$ cat config.mk
export PLATFORM = sky130hd
export DESIGN_NAME = fcmp_arbiter
export DESIGN_NICKNAME = d
export VERILOG_FILES = /design/src/rtl/fcmp_arbiter.sv
export SDC_FILE = /design/constraint.sdc
export NUM_CORES = 1
export LEC_CHECK = 0
export CAP_MARGIN = 30
export CORE_AREA = 2 2 110 112
export DETAILED_ROUTE_END_ITERATION = 16
export DIE_AREA = 0 0 112 114
export GPL_TIMING_DRIVEN = 0
export PLACE_DENSITY = 0.74
export SLEW_MARGIN = 15
export SYNTH_ARGS = -nofsm -noshare
export SYNTH_HDL_FRONTEND = slang
export SYNTH_SLANG_ARGS = --single-unit
export TNS_END_PERCENT = 5
$ cat constraint.sdc
create_clock -name clk -period 13.7 [get_ports clk]
set_input_delay 2.055 -clock clk [delete_from_list [all_inputs] [get_ports clk]]
set_output_delay 2.055 -clock clk [all_outputs]
set_load 0.02 [all_outputs]
$ cat src/rtl/fcmp_arbiter.sv
// Round-robin arbiter sharing one single-precision compare (lt/eq/le) among NREQ requesters.
// Latency: 1 cycle from the grant edge to res_valid; sustains one result per cycle.
// Backpressure: while a result is held (res_valid && !res_ready) no request is granted and outputs are frozen.
//
// Ports:
//   clk, rstn            clock; synchronous reset, asserted high
//   req_valid/req_ready  per-requester handshake; req_ready is one-hot or zero
//   req_op/req_x1/req_x2 packed per-requester op (2b) and IEEE-754 operands (32b each)
//   res_valid/res_ready  result handshake; res_y is the compare result, res_id the source requester
module fcmp_arbiter #(
    parameter int NREQ = 4,
    parameter int IDW  = $clog2(NREQ)
) (
    input  logic                 clk,
    input  logic                 rstn,
    input  logic [NREQ-1:0]      req_valid,
    output logic [NREQ-1:0]      req_ready,
    input  logic [2*NREQ-1:0]    req_op,
    input  logic [32*NREQ-1:0]   req_x1,
    input  logic [32*NREQ-1:0]   req_x2,
    output logic                 res_valid,
    input  logic                 res_ready,
    output logic                 res_y,
    output logic [IDW-1:0]       res_id
);

    localparam logic [1:0] OP_LT = 2'b00;
    localparam logic [1:0] OP_EQ = 2'b01;
    localparam logic [1:0] OP_LE = 2'b10;

    logic           res_valid_q, res_valid_d;
    logic           res_y_q, res_y_d;
    logic [IDW-1:0] res_id_q, res_id_d;
    logic [IDW-1:0] rr_q, rr_d;

    logic           can_accept;
    logic           gnt_vld;
    logic [IDW-1:0] gnt_idx;
    logic [IDW-1:0] cand;
    int             sum;

    logic [1:0]     op_g;
    logic [31:0]    x1_g, x2_g;
    logic           bz, lt, eq, cmp_y;

    assign can_accept = !res_valid_q || res_ready;

    // Search from rr upward with wrap; the first valid hit wins. Reset
    // suppresses the grant so nothing is accepted in the reset cycle.
    always_comb begin
        gnt_vld = 1'b0;
        gnt_idx = '0;
        cand    = '0;
        sum     = 0;
        for (int k = 0; k < NREQ; k++) begin
            sum = int'(rr_q) + k;
            if (sum >= NREQ) sum = sum - NREQ;
            cand = IDW'(sum);
            if (!gnt_vld && req_valid[cand]) begin
                gnt_vld = 1'b1;
                gnt_idx = cand;
            end
        end
        if (!can_accept || rstn) gnt_vld = 1'b0;
    end

    assign req_ready = gnt_vld ? (NREQ'(1) << gnt_idx) : '0;

    // Operand mux for the granted requester.
    always_comb begin
        op_g = '0;
        x1_g = '0;
        x2_g = '0;
        for (int i = 0; i < NREQ; i++) begin
            if (gnt_idx == IDW'(i)) begin
                op_g = req_op[2*i +: 2];
                x1_g = req_x1[32*i +: 32];
                x2_g = req_x2[32*i +: 32];
            end
        end
    end

    // Sign-magnitude compare; zeros and denormals collapse to a single zero.
    always_comb begin
        bz = (x1_g[30:23] == 8'd0) && (x2_g[30:23] == 8'd0);
        lt = !bz && (( x1_g[31] && !x2_g[31]) ||
                     ( x1_g[31] &&  x2_g[31] && (x1_g[30:0] > x2_g[30:0])) ||
                     (!x1_g[31] && !x2_g[31] && (x1_g[30:0] < x2_g[30:0])));
        eq = bz || (x1_g == x2_g);
        case (op_g)
            OP_LT:   cmp_y = lt;
            OP_EQ:   cmp_y = eq;
            OP_LE:   cmp_y = lt || eq;
            default: cmp_y = 1'b0;
        endcase
    end

    always_comb begin
        res_valid_d = res_valid_q;
        res_y_d     = res_y_q;
        res_id_d    = res_id_q;
        rr_d        = rr_q;
        if (gnt_vld) begin
            // A grant overwrites any result being consumed on the same edge.
            res_valid_d = 1'b1;
            res_y_d     = cmp_y;
            res_id_d    = gnt_idx;
            rr_d        = (gnt_idx == IDW'(NREQ-1)) ? '0 : gnt_idx + 1'b1;
        end else if (res_valid_q && res_ready) begin
            res_valid_d = 1'b0;
        end
    end

    always_ff @(posedge clk) begin
        if (rstn) begin
            res_valid_q <= 1'b0;
            res_y_q     <= 1'b0;
            res_id_q    <= '0;
            rr_q        <= '0;
        end else begin
            res_valid_q <= res_valid_d;
            res_y_q     <= res_y_d;
            res_id_q    <= res_id_d;
            rr_q        <= rr_d;
        end
    end

    assign res_valid = res_valid_q;
    assign res_y     = res_y_q;
    assign res_id    = res_id_q;

endmodule

## Yosys cells after proc, flatten, opt, wreduce, memory -nomap -nowiden

Cells that the tools add are included.

- Latch bits: 0
- Output and inout port bits: 8
- Bits in read-only memories: 0
- Bits of input ports: 271
- Memories: 0
- Word-level logic and storage cells: 97
- Register bits after elaboration: 6
- Memory bits (writable): 0

- Equal/unequal tests: 6
- $mul: 0
- Bitwise logic cells: 0
- Shifts and indexed selects: 1
- Add/sub/neg operators: 8
- Div/mod/pow operators: 0
- $lt $le $gt $ge: 10
- Multiplexer cells: 38
- Reduce and logical (&&, ||, !) cells: 30

Operators by type and width:

| kind | count |
|---|---|
| 2-to-1 mux 32 bit | 8 |
| equality test 32 bit | 1 |
| greater-than comparator 31 bit | 1 |
| < comparator 31 bit | 1 |
| 2-to-1 mux 2 bit | 13 |
| logical NOT 8 bit | 2 |
| < comparator 2 x 3 -> 1 bit, second input constant | 4 |
| logical AND 1 bit | 11 |
| 2-to-1 mux 1 bit | 11 |
| >= comparator 3 bit, second input constant | 3 |
| binary-select mux 1 bit (select 2 bit) | 4 |
| logical NOT 1 bit | 8 |
| subtractor 2 x 1 -> 2 bit, second input constant | 4 |
| adder 2 x 2 -> 3 bit, second input constant | 2 |
| equality test 2 bit, second input constant | 3 |
| logical OR 1 bit | 6 |
| equality test 2 x 1 -> 1 bit, second input constant | 2 |
| logical NOT 2 bit | 2 |
| 2-to-1 mux 4 bit | 1 |
| << shifter 1 x 2 -> 4 bit, first input constant | 1 |
| adder 2 x 1 -> 3 bit, second input constant | 1 |
| >= comparator 2 x 3 -> 1 bit, second input constant | 1 |
| case mux 1 bit (3 select lines) | 1 |
| adder 2 x 1 -> 2 bit, second input constant | 1 |
| nonzero test 2 bit | 1 |

## Longest topological paths before layout

- Depth in word-level cells: 26
- Mapped depth: 24
- Gate-level depth less buffers: 20

## Least setup slack after synthesis

Ideal clock, no wire load.

- Path type: input to output
- Start point: input req_valid[2]
- End point: output req_ready[1]
- Arrival: 4.077 ns
- Slack: 7.568 ns
- Stages: 11
- Cell sequence: mux2_2 > a21oi_1 > o21ai_0 > inv_1 > ha_1 > buf_2 > buf_2 > buf_2 > buf_2 > buf_2 > and2_1

- Longest elaborated chain between the ends: 14
- Elaborated cells on any way between the ends: 25

Ends and longest elaborated chain:

| item | RTL line | RTL |
|---|---|---|
| start: declaration | 16 | `input logic [NREQ-1:0] req_valid,` |
| binary-select mux 1 bit (select 2 bit) | 59 | `if (!gnt_vld && req_valid[cand]) begin` |
| 2-to-1 mux 1 bit (not written as such) | 59 |  |
| 2-to-1 mux 1 bit | 59 |  |
| logical NOT 1 bit | 59 |  |
| logical AND 1 bit | 59 |  |
| 2-to-1 mux 1 bit | 59 |  |
| logical NOT 1 bit | 59 |  |
| logical AND 1 bit | 59 |  |
| 2-to-1 mux 1 bit | 59 |  |
| logical NOT 1 bit | 59 |  |
| logical AND 1 bit | 59 |  |
| 2-to-1 mux 2 bit (*) | 59 |  |
| via gnt_idx[0] | 38 | `logic [IDW-1:0] gnt_idx;` |
| << shifter 1 x 2 -> 4 bit (*) | 67 | `assign req_ready = gnt_vld ? (NREQ'(1) << gnt_idx) : '0;` |
| 2-to-1 mux 4 bit (*) | 67 |  |
| end: declaration | 17 | `output logic [NREQ-1:0] req_ready,` |

Mark *: on every way through the listed nets, which the timed path passes. The rest lies on a longest branch. The select of a mux whose other input is x is not followed.

## Final worst setup path

- Start point: input req_valid[0]
- End point: output req_ready[1]

Same word-level chain as after synthesis.

==> metrics.yaml <==
status:
  status: "finished, final reports clean"
detailed_routing:
  drc: 0
  route.detailed.wl_per_inst_microns: 17.1
  ant_nets: 0
  wirelength_microns: 17700
  route.vias.total: 5314
  viasPerCell: 5.15
  drtIter0Drc: 343
  dr.pass1.iters: 6
final_layout:
  fillers: 1188
  drive_above_1_share: 0.0316
  antennaDiodeCount: 0
  finalNonFillerCells: 1032
  area_delta_synth_final_pct: 89.4
  fin_nets: 1196
clocking:
  root_buffer: "clkbuf_16"
  hold_buffers: 0
  cts.path.max_buffers: 2
  cts.sinks: 6
  cts_max_level: 1
  cts_tree: "yes"
  post_cts.resized_instances: 0
  clk_pin_slew_worst_paths_ps: 30
  insertion_delay_ps: 230
  cts_setup_buffers: 0
  cts_made_buffers: 3
yosys:
  yosysTopAreaCell: "a21oi_1"
  ys_types: 46
  avgSynthCellArea_sq_um: 5.63
  ys_ff_latch: 6
  synth_top_area_frac: 0.191
  synth-xor-area-share: 0.00257
  synth_top_family_by_area: "compound AO/OA/AOI/OAI gates"
  synth_edf_count: 0
  synth_fp_nets: 913
  ys_seq_area_frac: 0.0353
  yosys_warnings: 0
  async_flop_share: 0
  synth_flop_cell: "dfxtp_1"
  syn_area_sq_um: 3400
  synth-compound-area-share: 0.401
  yosys.area_share.simple: 0.339
  syn_inst: 604
  synthAdderAreaFrac: 0.140
  synthMuxAreaShare: 0.00662
  netlist_top_cells_area: "a21oi_1 (19%), ha_1 (14%), nor2_1 (13%), nand2_1 (9.9%), o21ai_0 (6.3%)"
timing:
  rsz0062_at_grt: "false"
  finalSetupViolCount: 0
  period_minus_slack_ps: 7780
  timing.fmax_ghz: 0.129
  hold_viol: 0
  slew_headroom: 0.488
  slew_violations: 0
  fin_crit_sh: 0.568
  setup_tns_ps: 0
  worst_pin_slew_ps: 769
  finClkSkew_ps: 1.45
critical_path:
  end_kind: "output pin"
  worstPathMaxFanout: 10
  path_class: "in -> out"
  cp-start-kind: "input pin"
  cp.arrival_ps: 5720
  crit_start: "req_valid[0]"
  worst_ep_required_time_ps: 11640
  r2r_start: "rr_q[1]"
power:
  p_leak_uw: 0.00263
  peakVddDrop_mv: 0.0760
  power_density_nw_per_um2: 93.7
placed_design:
  dp.cells: 1029
  gp_congestion: 0.917
  portBuffers: 278
  hpwl_microns: 14900
global_routing:
  grt_max_degree: 11
  grt.overflow.total: 0
  grt_pass1_vias: 5129
  grt_pass1_wl_microns: 26900
  grtUsageTotal: 0.262
  antenna_found_initial: 0
floorplanning:
  die_h_microns: 114
  rows: 40
  core_sq_um: 11700
  dieWidth_microns: 112
  dieArea_sq_um: 12800
  start_util: 0.290
  boundaryPins: 279
min_path:
  hold_path.startpoint: "res_id[1]"
  hp-class: "reg -> reg"
job:
  max-cap-violations: 0
-- worst max-delay path: stages --
cell	delay [ps]
clkdlybuf4s50_1	480
mux2_2	290
a21oi_1	140
o21ai_0	250
inv_1	160
ha_1	250
buf_2	240
buf_2	240
buf_2	260
buf_2	300
buf_2	260
and2_1	180
clkdlybuf4s50_1	610
-- per-stage QoR --
stage	instance area (sq um)	utilization	setup WS [ps]	power [uW]	hold WS [ps]
6_report	6440	0.550	5920	604	512
5_1_grt	6440	0.550	5660	672	531
3_3_place_gp	6370	0.544	5970	548	480
4_1_cts	6440	0.550	5910	603	509
3_5_place_dp	6370	0.544	5920	551	498
2_1_floorplan	3400	-	7570	357	479
-- layout by cell type, fill, tap and decap left out, drive strengths merged, types with 3 or more instances in the layout --
cell | netlist | final
nor3 | 3 | 3
a21o | 7 | 7
o221ai | 3 | 3
o211ai | 6 | 6
a21oi | 130 | 130
nand2b | 4 | 4
o21a | 5 | 5
o21ai | 43 | 43
a31oi | 3 | 3
a211oi | 3 | 3
dfxtp | 6 | 6
clkdlybuf4s50 | 0 | 278
nor3b | 3 | 3
ha | 38 | 38
nand4 | 9 | 9
o22ai | 4 | 4
buf | 23 | 23
a221oi | 5 | 5
o211a | 3 | 3
inv | 13 | 13
clkbuf | 26 | 29
a22oi | 5 | 5
a221o | 9 | 9
nor2b | 4 | 4
nor4 | 4 | 4
nand3b | 13 | 13
nor2 | 118 | 118
nand3 | 10 | 10
nand2 | 90 | 90
-- per-layer routing --
metal  wire length [microns]  GRT usage  part of all wire
met4                     352     0.0553             0.020
met1                    8030      0.351              0.45
met5                       0          0                 0
met2                    8170      0.450              0.46
met3                    1120     0.0399             0.063
-- sequential cells by signal, summed over array words and instances, names as in the netlist --
name,flops
res_id,2
res_valid,1
res_y,1
rr_q,2
-- synth_stat cells (2+ instances only) --
cell type	number
a21oi_1	130
nor2_1	117
nand2_1	90
o21ai_0	43
ha_1	38
clkbuf_1	26
buf_2	16
nand3b_1	13
inv_1	12
nand3_1	10
a221o_1	9
nand4_1	9
a21o_1	7
buf_1	6
dfxtp_1	6
a221oi_1	5
a22oi_1	5
o211ai_1	5
o21a_1	5
nor2b_1	4
o22ai_1	4
a211oi_1	3
a31oi_1	3
nand2b_1	3
nor3_1	3
nor3b_1	3
nor4_1	3
o211a_1	3
o221ai_1	3
and2_1	2
mux2_2	2
o41ai_1	2
-- power breakdown --
| group | switching, uW | internal [uW] | leakage [uW] |
|---|---|---|---|
| clock network | 10.1 | 37.5 | 0.0000370 |
| registers | 2.68 | 21.1 | 0.0000497 |
| logic | 292 | 240 | 0.00254 |
-- layout make-up --
| cell class | count | area, sq um | share of cell area |
|---|---|---|---|
| multi-input combinational | 536 | 3020 | 0.469 |
| timing repair buffer | 278 | 2780 | 0.432 |
| tap | 147 | 184 | 0.0285 |
| clock buffer | 3 | 75.1 | 0.0117 |
| sequential | 6 | 120 | 0.0186 |
| inverter | 13 | 48.8 | 0.00757 |
| buffer | 49 | 211 | 0.0328 |
-- kinds of logic (layout without fill, tap and decap cells) --
group | Yosys count | after routing
fa+ha+maj | 38 | 38
mux | 2 | 2
simple gates | 262 | 262
compound gates | 233 | 233
xor+xnor | 1 | 1
flops | 6 | 6
buf+inv | 62 | 343
-- worst paths after layout --
path | slack, ps | end | depth (start not counted)
max | 5920 | req_ready[1] | 13
min | 510 | res_id[1] | 2
max reg2reg | 8490 | res_y | 22
min reg2reg | 510 | res_id[1] | 2
No activity file was read; power rests on OpenSTA's default activity.
